==> config.mk <==
export PLATFORM = sky130hd
export DESIGN_NAME = lap_capture
export DESIGN_NICKNAME = d
export VERILOG_FILES = /design/src/rtl/lap_capture.sv
export SDC_FILE = /design/constraint.sdc
export NUM_CORES = 1
export LEC_CHECK = 0
export CAP_MARGIN = 20
export CORE_MARGIN = 2
export CORE_UTILIZATION = 29
export CTS_BUF_LIST = sky130_fd_sc_hd__clkbuf_2 sky130_fd_sc_hd__clkbuf_4 sky130_fd_sc_hd__clkbuf_8
export DETAILED_ROUTE_END_ITERATION = 7
export GPL_ROUTABILITY_DRIVEN = 1
export PLACE_DENSITY = 0.58
export SLEW_MARGIN = 20
export SYNTH_ARGS = -nofsm -noshare
export SYNTH_HDL_FRONTEND = slang
export SYNTH_SLANG_ARGS = --single-unit
==> constraint.sdc <==
create_clock -name master_clk -period 4.5 [get_ports master_clk]
set_input_delay 0.45 -clock master_clk [delete_from_list [all_inputs] [get_ports master_clk]]
set_output_delay 0.45 -clock master_clk [all_outputs]
set_load 0.02 [all_outputs]
==> src/rtl/lap_capture.sv <==
// Lap crossing detector: synchronises and debounces the laser beam input, then runs the
// IDLE/RUN/CAPT sequence that latches lap times, tracks the best lap and clears the timer.
module lap_capture #(
    parameter int DEB_CYCLES  = 500000,
    parameter int DEB_BIT     = 19,
    parameter int MIN_LAP_SEC = 5,
    parameter int LAP_MAX     = 99
) (
    input  logic       master_clk,
    input  logic       rs,
    input  logic       laser_detector,
    input  logic [6:0] minutes,
    input  logic [6:0] seconds,
    input  logic [6:0] milliseconds,
    output logic       enable,
    output logic       lap_rs,
    output logic [6:0] last_min,
    output logic [6:0] last_sec,
    output logic [6:0] last_cs,
    output logic [6:0] best_min,
    output logic [6:0] best_sec,
    output logic [6:0] best_cs,
    output logic       best_valid,
    output logic       new_best,
    output logic [6:0] lap_count
);

    localparam logic [1:0] IDLE = 2'd0;
    localparam logic [1:0] RUN  = 2'd1;
    localparam logic [1:0] CAPT = 2'd2;

    localparam int               DEB_LAST_INT = DEB_CYCLES - 1;
    localparam logic [DEB_BIT:0] DEB_LAST     = DEB_LAST_INT[DEB_BIT:0];
    localparam logic [6:0]       MIN_SEC      = MIN_LAP_SEC[6:0];
    localparam logic [6:0]       LAP_CAP      = LAP_MAX[6:0];

    logic             sync1;
    logic             laser_sync;
    logic             deb_level;
    logic [DEB_BIT:0] deb_cnt;
    logic             crossing;
    logic [1:0]       state;
    logic             elig;
    logic [20:0]      cur_time;
    logic [20:0]      best_time;

    // Sync flops reset to 1 so a freshly reset system sees an intact beam.
    always_ff @(posedge master_clk or posedge rs) begin
        if (rs) begin
            sync1      <= 1'b1;
            laser_sync <= 1'b1;
        end else begin
            sync1      <= laser_detector;
            laser_sync <= sync1;
        end
    end

    // Level only flips after DEB_CYCLES consecutive disagreeing cycles; crossing fires on 1->0 only.
    always_ff @(posedge master_clk or posedge rs) begin
        if (rs) begin
            deb_level <= 1'b1;
            deb_cnt   <= '0;
            crossing  <= 1'b0;
        end else begin
            crossing <= 1'b0;
            if (laser_sync == deb_level) begin
                deb_cnt <= '0;
            end else if (deb_cnt == DEB_LAST) begin
                deb_level <= laser_sync;
                deb_cnt   <= '0;
                crossing  <= deb_level;
            end else begin
                deb_cnt <= deb_cnt + 1'b1;
            end
        end
    end

    assign elig      = (minutes != 7'd0) || (seconds >= MIN_SEC);
    assign cur_time  = {minutes, seconds, milliseconds};
    assign best_time = {best_min, best_sec, best_cs};

    // All lap results are registered on the edge entering CAPT so they appear with lap_rs.
    always_ff @(posedge master_clk or posedge rs) begin
        if (rs) begin
            state      <= IDLE;
            enable     <= 1'b0;
            lap_rs     <= 1'b0;
            last_min   <= '0;
            last_sec   <= '0;
            last_cs    <= '0;
            best_min   <= '0;
            best_sec   <= '0;
            best_cs    <= '0;
            best_valid <= 1'b0;
            new_best   <= 1'b0;
            lap_count  <= '0;
        end else begin
            lap_rs   <= 1'b0;
            new_best <= 1'b0;
            case (state)
                IDLE: begin
                    if (crossing) begin
                        state  <= RUN;
                        enable <= 1'b1;
                    end
                end
                RUN: begin
                    if (crossing && elig) begin
                        state    <= CAPT;
                        lap_rs   <= 1'b1;
                        last_min <= minutes;
                        last_sec <= seconds;
                        last_cs  <= milliseconds;
                        if (lap_count != LAP_CAP) begin
                            lap_count <= lap_count + 7'd1;
                        end
                        if (!best_valid || (cur_time < best_time)) begin
                            best_min   <= minutes;
                            best_sec   <= seconds;
                            best_cs    <= milliseconds;
                            best_valid <= 1'b1;
                            new_best   <= 1'b1;
                        end
                    end
                end
                CAPT: begin
                    state <= RUN;
                end
                default: begin
                    state  <= IDLE;
                    enable <= 1'b0;
                end
            endcase
        end
    end

endmodule

==> results by group, run 1 <==
Synth
  • Multiplexer area fraction after synthesis: 5.295%
  • Largest area contributor in the netlist: dfrtp_1
  • Compound-gate portion of the synthesized area: a little under an eighth
  • EDFF count, synth: 0
  • Syn Nets: ~500
  • YS warnings: 0
  • Synth Area in XOR/XNOR: 4.583%
  • Yosys cell types: 48
  • Adder-cell share of the synthesized area: under 10%
  • Share of the synthesized area in the top cell type: roughly 43%
  • Sequential fraction of the synthesis area: a little under half
  • Main synth FF type: dfrtp_1
  • Synth async-reset ratio: 100.0%
  • Synthesized area per cell: roughly 9.5 µm²
  • Synth Cell Area: ~4400 µm²
  • Gate Count Post-Synth: 462
  • Synth area leaders: dfrtp_1 (43%), ha_1 (7.1%), nand2_1 (6.7%), mux2i_1 (4.8%), nand2b_1 (3.1%)
  • Post-Synth Simple-Gate Area: 21.06%
  • Largest family of logic cells by synthesized area: simple AND/OR/NAND/NOR gates
  • Yosys reg bits: 79

Clock tree
  • Reg clk slew, reported paths: ~0.080 ns
  • Max Root-Sink Buffers: 2
  • CTS tree: done
  • Num CTS Buffers: 9
  • Later-pin clock latency in the skew report: approximately 0.37 ns
  • Post-CTS sizing: 0
  • H-tree depth: 3
  • Hold buffer count at cts: 0
  • Postcts setup bufs: 0
  • CTS root buffer: clkbuf_8
  • Clock Sinks: between 70 and 80

Route
  • Routed Antenna Nets: 0
  • WL/cell: between 15 and 20 µm
  • Metal-1 WL: around 4.9 mm
  • Top sig layer: met4
  • Initial DRC Count: 250
  • Router iterations before antenna repair: 4
  • Avg Vias per Cell: 4.990
  • Detailed Route WL: ~11 mm
  • WL met3: 468 µm
  • Metal2 WL: around 5.3 mm
  • Total vias in the final route: about 3600
  • DRC errors left: 0

Setup path
  • Reg-to-reg critical path startpoint: best_min[5]
  • Critical Path Sink Type: flop
  • Worst path arrival time: 2.93 ns
  • Slowest-stage cell, CP: o311a_2
  • CP startpoint: minutes[5]
  • Worst Setup Path Type: input pin to flop
  • CP cell instances: clkdlybuf4s50_1 -> ha_1 -> nand4_1 -> nor4_2 -> o311a_2 -> o311ai_0
  • Worst path max stage delay: ~0.8 ns
  • Worst setup SP type: input pin
  • Maximum fanout along the worst path: 43
  • Worst path required time: ~4.7 ns

Placed design
  • DP Wirelength: about 7.7 mm
  • DP Area: roughly 5300 µm²
  • Inst Count DP: 703
  • Number of I/O port buffers: 76
  • Gpl congestion: slightly above 0.8

Timing
  • Setup Viol. Count Final: 0
  • Tmin final: 2.724 ns
  • RSZ-0062 raised after global routing: no
  • Max_slew headroom: approximately two fifths
  • Post-route setup TNS: 0 ns
  • Worst Hold Margin: ~0.36 ns
  • Fmax: 0.3670 GHz
  • Period utilization: between 60% and 70%
  • Clk_skew: 0.008703 ns
  • Slew @ Worst Pin: between 0.8 and 0.9 ns
  • Final Hold Viols: 0
  • Slew Limit Fails: 0

Floorplan
  • IO Count: 77
  • Full die area: roughly 16000 µm²
  • Core Region: 14640 µm²
  • Initial Utilization: a little under a third
  • Std cell rows: 44
  • Die width: ~130 µm
  • Die Ht: about 130 µm

Job
  • Number of max-cap violations: 0

Finish
  • Final nets: approximately 580
  • Post-layout util: 37.55%
  • Ant. Diodes: 0
  • Fin area: 5499 µm²
  • Layout cells sized above 1: around 7%
  • Non-Filler Instances: slightly above 700
  • Area Overhead vs Synth: 25.11%

Hold path
  • Hold Crit Class: flop to flop
  • Hold wc startpoint: sync1

GRT
  • Global route total overflow: 0
  • Vias in the first global route: 3493
  • Largest net degree at the start of global routing: 66
  • Initial antenna violation count: 0
  • First-pass GRT wire length: 17.82 mm
  • GRT Util Overall: 13.97%

Power and ir drop
  • Worst vdd ir: between 100 and 150 µV
  • Cell leakage power: 2.446 nW
  • Pwr Density: between 200 and 250 nW/µm²

Run status
  • Outcome: complete, no violations
-- cell usage after synthesis, types with 2 or more instances --
master / number
nor2_1: 29
nor4b_1: 2
nand2_1: 78
nand3_1: 25
a21oi_1: 11
nor4_1: 2
xor2_1: 12
a31oi_1: 21
mux2_2: 2
nor3_1: 4
buf_6: 3
o311ai_1: 8
dfstp_2: 3
xnor2_1: 11
or3_1: 2
clkbuf_1: 7
nand3_2: 3
mux2i_1: 21
ha_1: 25
inv_1: 28
buf_2: 10
nand4_1: 11
buf_1: 2
and3_1: 4
o311ai_0: 13
o21ai_0: 7
dfrtp_1: 76
nand2b_1: 22
-- layer usage --
| metal | global-route usage, % | vias up |
|---|---|---|
| li1 | - | 1757 |
| met1 | 18.18 | 1762 |
| met2 | 22.64 | 62 |
| met3 | 4.523 | 7 |
| met4 | 3.491 | 0 |
| met5 | 0 | - |
-- where the power goes --
group          switching, mW  internal [mW]  leakage, nW
sequential           0.00292          0.713        0.980
combinational         0.0409         0.0286         1.37
clock                  0.270          0.268       0.0981
-- per-stage QoR --
stage	power (mW)	worst slack, ns
after global routing	1.391	1.563
after CTS	1.353	1.791
final	1.324	1.776
after floorplan	0.7623	2.032
after detailed placement	0.8016	1.343
after global placement	0.8010	1.501
-- state kept, by name, indices dropped and copies added (netlist names) --
register    count
new_best        1
last_min        7
best_valid      1
last_sec        7
sync1           1
lap_rs          1
last_cs         7
best_cs         7
crossing        1
state           2
deb_cnt        20
enable          1
deb_level       1
best_min        7
lap_count       7
best_sec        7
laser_sync      1
-- cells in the final DEF (no fill, tap or decap), drive strengths merged, types with 2 or more instances in the layout --
master / instances
nand2: 78
clkdlybuf4s50: 76
dfrtp: 76
nor2: 29
inv: 28
nand3: 28
ha: 25
nand2b: 22
mux2i: 21
a31oi: 21
o311ai: 21
xor2: 12
nand4: 11
a21oi: 11
xnor2: 11
clkbuf: 10
o21ai: 8
nor3: 5
buf: 5
and3: 4
clkinv: 4
nor4: 4
dfstp: 3
nor4b: 2
or3: 2
mux2: 2
clkinvlp: 2
-- kinds of logic (layout without fill, tap and decap cells) --
kind of cell	count (synthesis)	in the layout
and+or+nand+nor	189	189
DFF	79	79
AOI/OAI and AO/OA	70	70
buffers and inverters	53	126
adders and majority gates	25	25
xor gates and xnor gates	23	23
muxes	23	23
-- final timing paths --
path,end,slack (ns),depth (start not counted)
hold reg to reg,laser_sync,0.36,0
hold / removal,laser_sync,0.36,0
setup reg to reg,best_min[4],1.93,6
max in group asynchronous,best_valid,2.98,3
min in group asynchronous,last_cs[4],0.55,2
setup / recovery,best_min[4],1.78,6
-- cell type report --
type | count | area (µm²)
Clock buffer | 10 | 137.6
Clock inverter | 6 | 60.06
Fill cell | 1447 | 9145
Inverter | 29 | 110.1
Multi-Input combinational cell | 330 | 2168
Sequential cell | 79 | 1982
Tap cell | 184 | 230.2
Timing Repair Buffer | 81 | 810.8
-- critical path, delay by kind of cell --
kind | cells | cell delay, ns
AO/OA/AOI/OAI | 2 | 1.06
adder cells (fa/ha/maj) | 1 | 0.36
buffers and inverters | 1 | 0.49
AND/OR/NAND/NOR | 2 | 0.55
Note: power is estimated with default switching activity, not from simulation.
==> run 2, diff against run 1 <==
Clock period 4.5 ns to 2.6 ns, I/O delays scaled along.
==> results by group, run 2 (synthesized netlist as in run 1, its figures left out) <==
Finish
  • Commonest non-fill, non-tap cells in the layout: nand2_1 (78), clkdlybuf4s50_1 (76), dfrtp_1 (75) (unchanged)
  • Most flops, register: deb_cnt (unchanged)
  • Layout cells sized above 1: 8.640% (was 7.103%)
  • Post-layout util: 38.06% (was 37.55%)
  • Most common cell after layout, fill and taps aside: nand2_1 (unchanged)
  • Non-Filler Instances: 728 (was 719)
  • Area Overhead vs Synth: 26.81% (was 25.11%)
  • Max reg flops: 20 (unchanged)
  • Ant. Diodes: 0 (unchanged)
  • Final nets: 588 (was 579)

Power and ir drop
  • Pwr Density: 398.5 nW/µm² (was 240.8 nW/µm²)
  • Final Power: 2.222 mW (was 1.324 mW)
  • Cell leakage power: 2.491 nW (was 2.446 nW)
  • Worst vdd ir: 198.7 µV (was 140.0 µV)

Timing
  • Slew Limit Fails: 0 (unchanged)
  • RSZ-0062 raised after global routing: no (unchanged)
  • Slew @ Worst Pin: 0.6504 ns (was 0.8855 ns)
  • Fmax: between 0.4 and 0.5 GHz
  • Setup Viol. Count Final: 0 (unchanged)
  • Post-route setup TNS: 0 ns (unchanged)
  • Period utilization: about nine tenths
  • Slack of the critical path: 0.2931 ns (was 1.776 ns)
  • Final Hold Viols: 0 (unchanged)
  • Tmin final: approximately 2.3 ns
  • Clk_skew: 0.01156 ns (was 0.008703 ns)
  • Max_slew headroom: 56.64% (was 40.97%)

Route
  • WL/cell: 14.79 µm (was 15.01 µm)
  • Initial DRC Count: 230 (was 250)
  • Detailed Route WL: 10.77 mm (was 10.79 mm)
  • Routed Antenna Nets: 0 (unchanged)
  • DRC errors left: 0 (unchanged)
  • Router iterations before antenna repair: 4 (unchanged)
  • Total vias in the final route: 3628 (was 3588)
  • Avg Vias per Cell: 4.984 (was 4.990)

Placed design
  • DP Wirelength: 7.918 mm (was 7.688 mm)
  • Gpl congestion: 0.7701 (was 0.8115)
  • Dpl ws: 0.03645 ns (was 1.343 ns)
  • Inst Count DP: 712 (was 703)
  • Number of I/O port buffers: 76 (unchanged)

Setup path
  • Worst setup SP type: flop (was input pin)
  • R2r setup slk: 0.29 ns (was 1.93 ns)
  • Worst path required time: 2.82 ns (was 4.70 ns)
  • End of the critical path: best_sec[0] (was best_min[4])
  • Worst path arrival time: 2.53 ns (was 2.93 ns)
  • Critical Path Sink Type: flop (unchanged)
  • R2R depth: 9 (was 6)
  • Maximum fanout along the worst path: 20 (was 43)
  • CP startpoint: best_min[5] (was minutes[5])
  • Worst Setup Path Type: flop to flop (was input pin to flop)
  • Reg-to-reg critical path startpoint: best_min[5] (unchanged)
  • Worst flop-to-flop path endpoint: best_sec[0] (was best_min[4])

Job
  • Number of max-cap violations: 0 (unchanged)

Clock tree
  • H-tree depth: 3 (unchanged)
  • Post-CTS sizing: 0 (unchanged)
  • Hold buffer count at cts: 0 (unchanged)
  • Reg clk slew, reported paths: 0.09 ns (was 0.08 ns)
  • Postcts setup bufs: 0 (unchanged)
  • Max Root-Sink Buffers: 2 (unchanged)
  • CTS root buffer: clkbuf_8 (unchanged)
  • Clock Sinks: 79 (unchanged)
  • Later-pin clock latency in the skew report: 0.36 ns (was 0.37 ns)
  • CTS tree: done (unchanged)
  • Num CTS Buffers: 9 (unchanged)

Floorplan
  • Initial Utilization: 30.02% (unchanged)
  • IO Count: 77 (unchanged)
  • Die Ht: 127.1 µm (unchanged)
  • Die width: 127.1 µm (unchanged)
  • Full die area: 16160 µm² (unchanged)
  • Core Region: 14640 µm² (unchanged)
  • Std cell rows: 44 (unchanged)

Hold path
  • Hold Crit Class: input pin to asynchronous set/reset pin (was flop to flop)

GRT
  • Largest net degree at the start of global routing: 44 (was 66)
  • Initial antenna violation count: 0 (unchanged)
  • GRT Util Overall: 13.69% (was 13.97%)
  • First-pass GRT wire length: 17.60 mm (was 17.82 mm)
  • Global route total overflow: 0 (unchanged)
  • Vias in the first global route: 3524 (was 3493)

Run status
  • Outcome: complete, no violations (unchanged)
==> run 2: worst min path at each step <==
stage | start | endpoint | slack (ns)
after global placement | sync1 | laser_sync | 0.35
final | rs | last_sec[1] | 0.23
after floorplan | laser_detector | sync1 | 0.26
after detailed placement | sync1 | laser_sync | 0.35
after CTS | rs | last_sec[1] | 0.24
after global routing | rs | last_sec[1] | 0.26
==> run 2: stage by stage <==
| step | cell area, µm² | hold WS (ns) |
|---|---|---|
| after floorplan | 4395 | 0.2645 |
| after global placement | 5394 | 0.3464 |
| after detailed placement | 5394 | 0.3478 |
| after CTS | 5574 | 0.2379 |
| after global routing | 5574 | 0.2550 |
| final | 5574 | 0.2310 |
==> run 2: cell type report <==
cell class,instances,area [µm²]
Clock buffer,10,137.6
Multi-Input combinational cell,330,2168
Timing Repair Buffer,90,903.4
Clock inverter,6,42.54
Sequential cell,79,1982
Fill cell,1448,9070
Inverter,29,110.1
Tap cell,184,230.2
==> run 2: critical path: stages (launching register included) <==
cell and delay, ns:
dfrtp_1 0.42, inv_1 0.09, ha_1 0.32, nand4_1 0.23
nor4_2 0.38, a22oi_1 0.12, o211ai_2 0.10, buf_4 0.27
nand3_1 0.10, o311ai_0 0.12
==> run 2: power breakdown <==
part           leakage [nW]  switching (mW)  internal [mW]
Sequential            0.980         0.00475           1.23
Clock                0.0891           0.478          0.376
Combinational          1.42          0.0722         0.0563
Total                  2.49           0.555           1.67
==> run 2: metal layers <==
metal	GRT usage, %	wire [µm]	vias to the layer above	part of all wire (%)
met5	0	0	-	0
met4	4.460	141	0	1.3
met3	3.392	513	10	4.8
met2	23.28	5348	85	50
met1	17.12	4763	1752	44
li1	-	-	1781	-
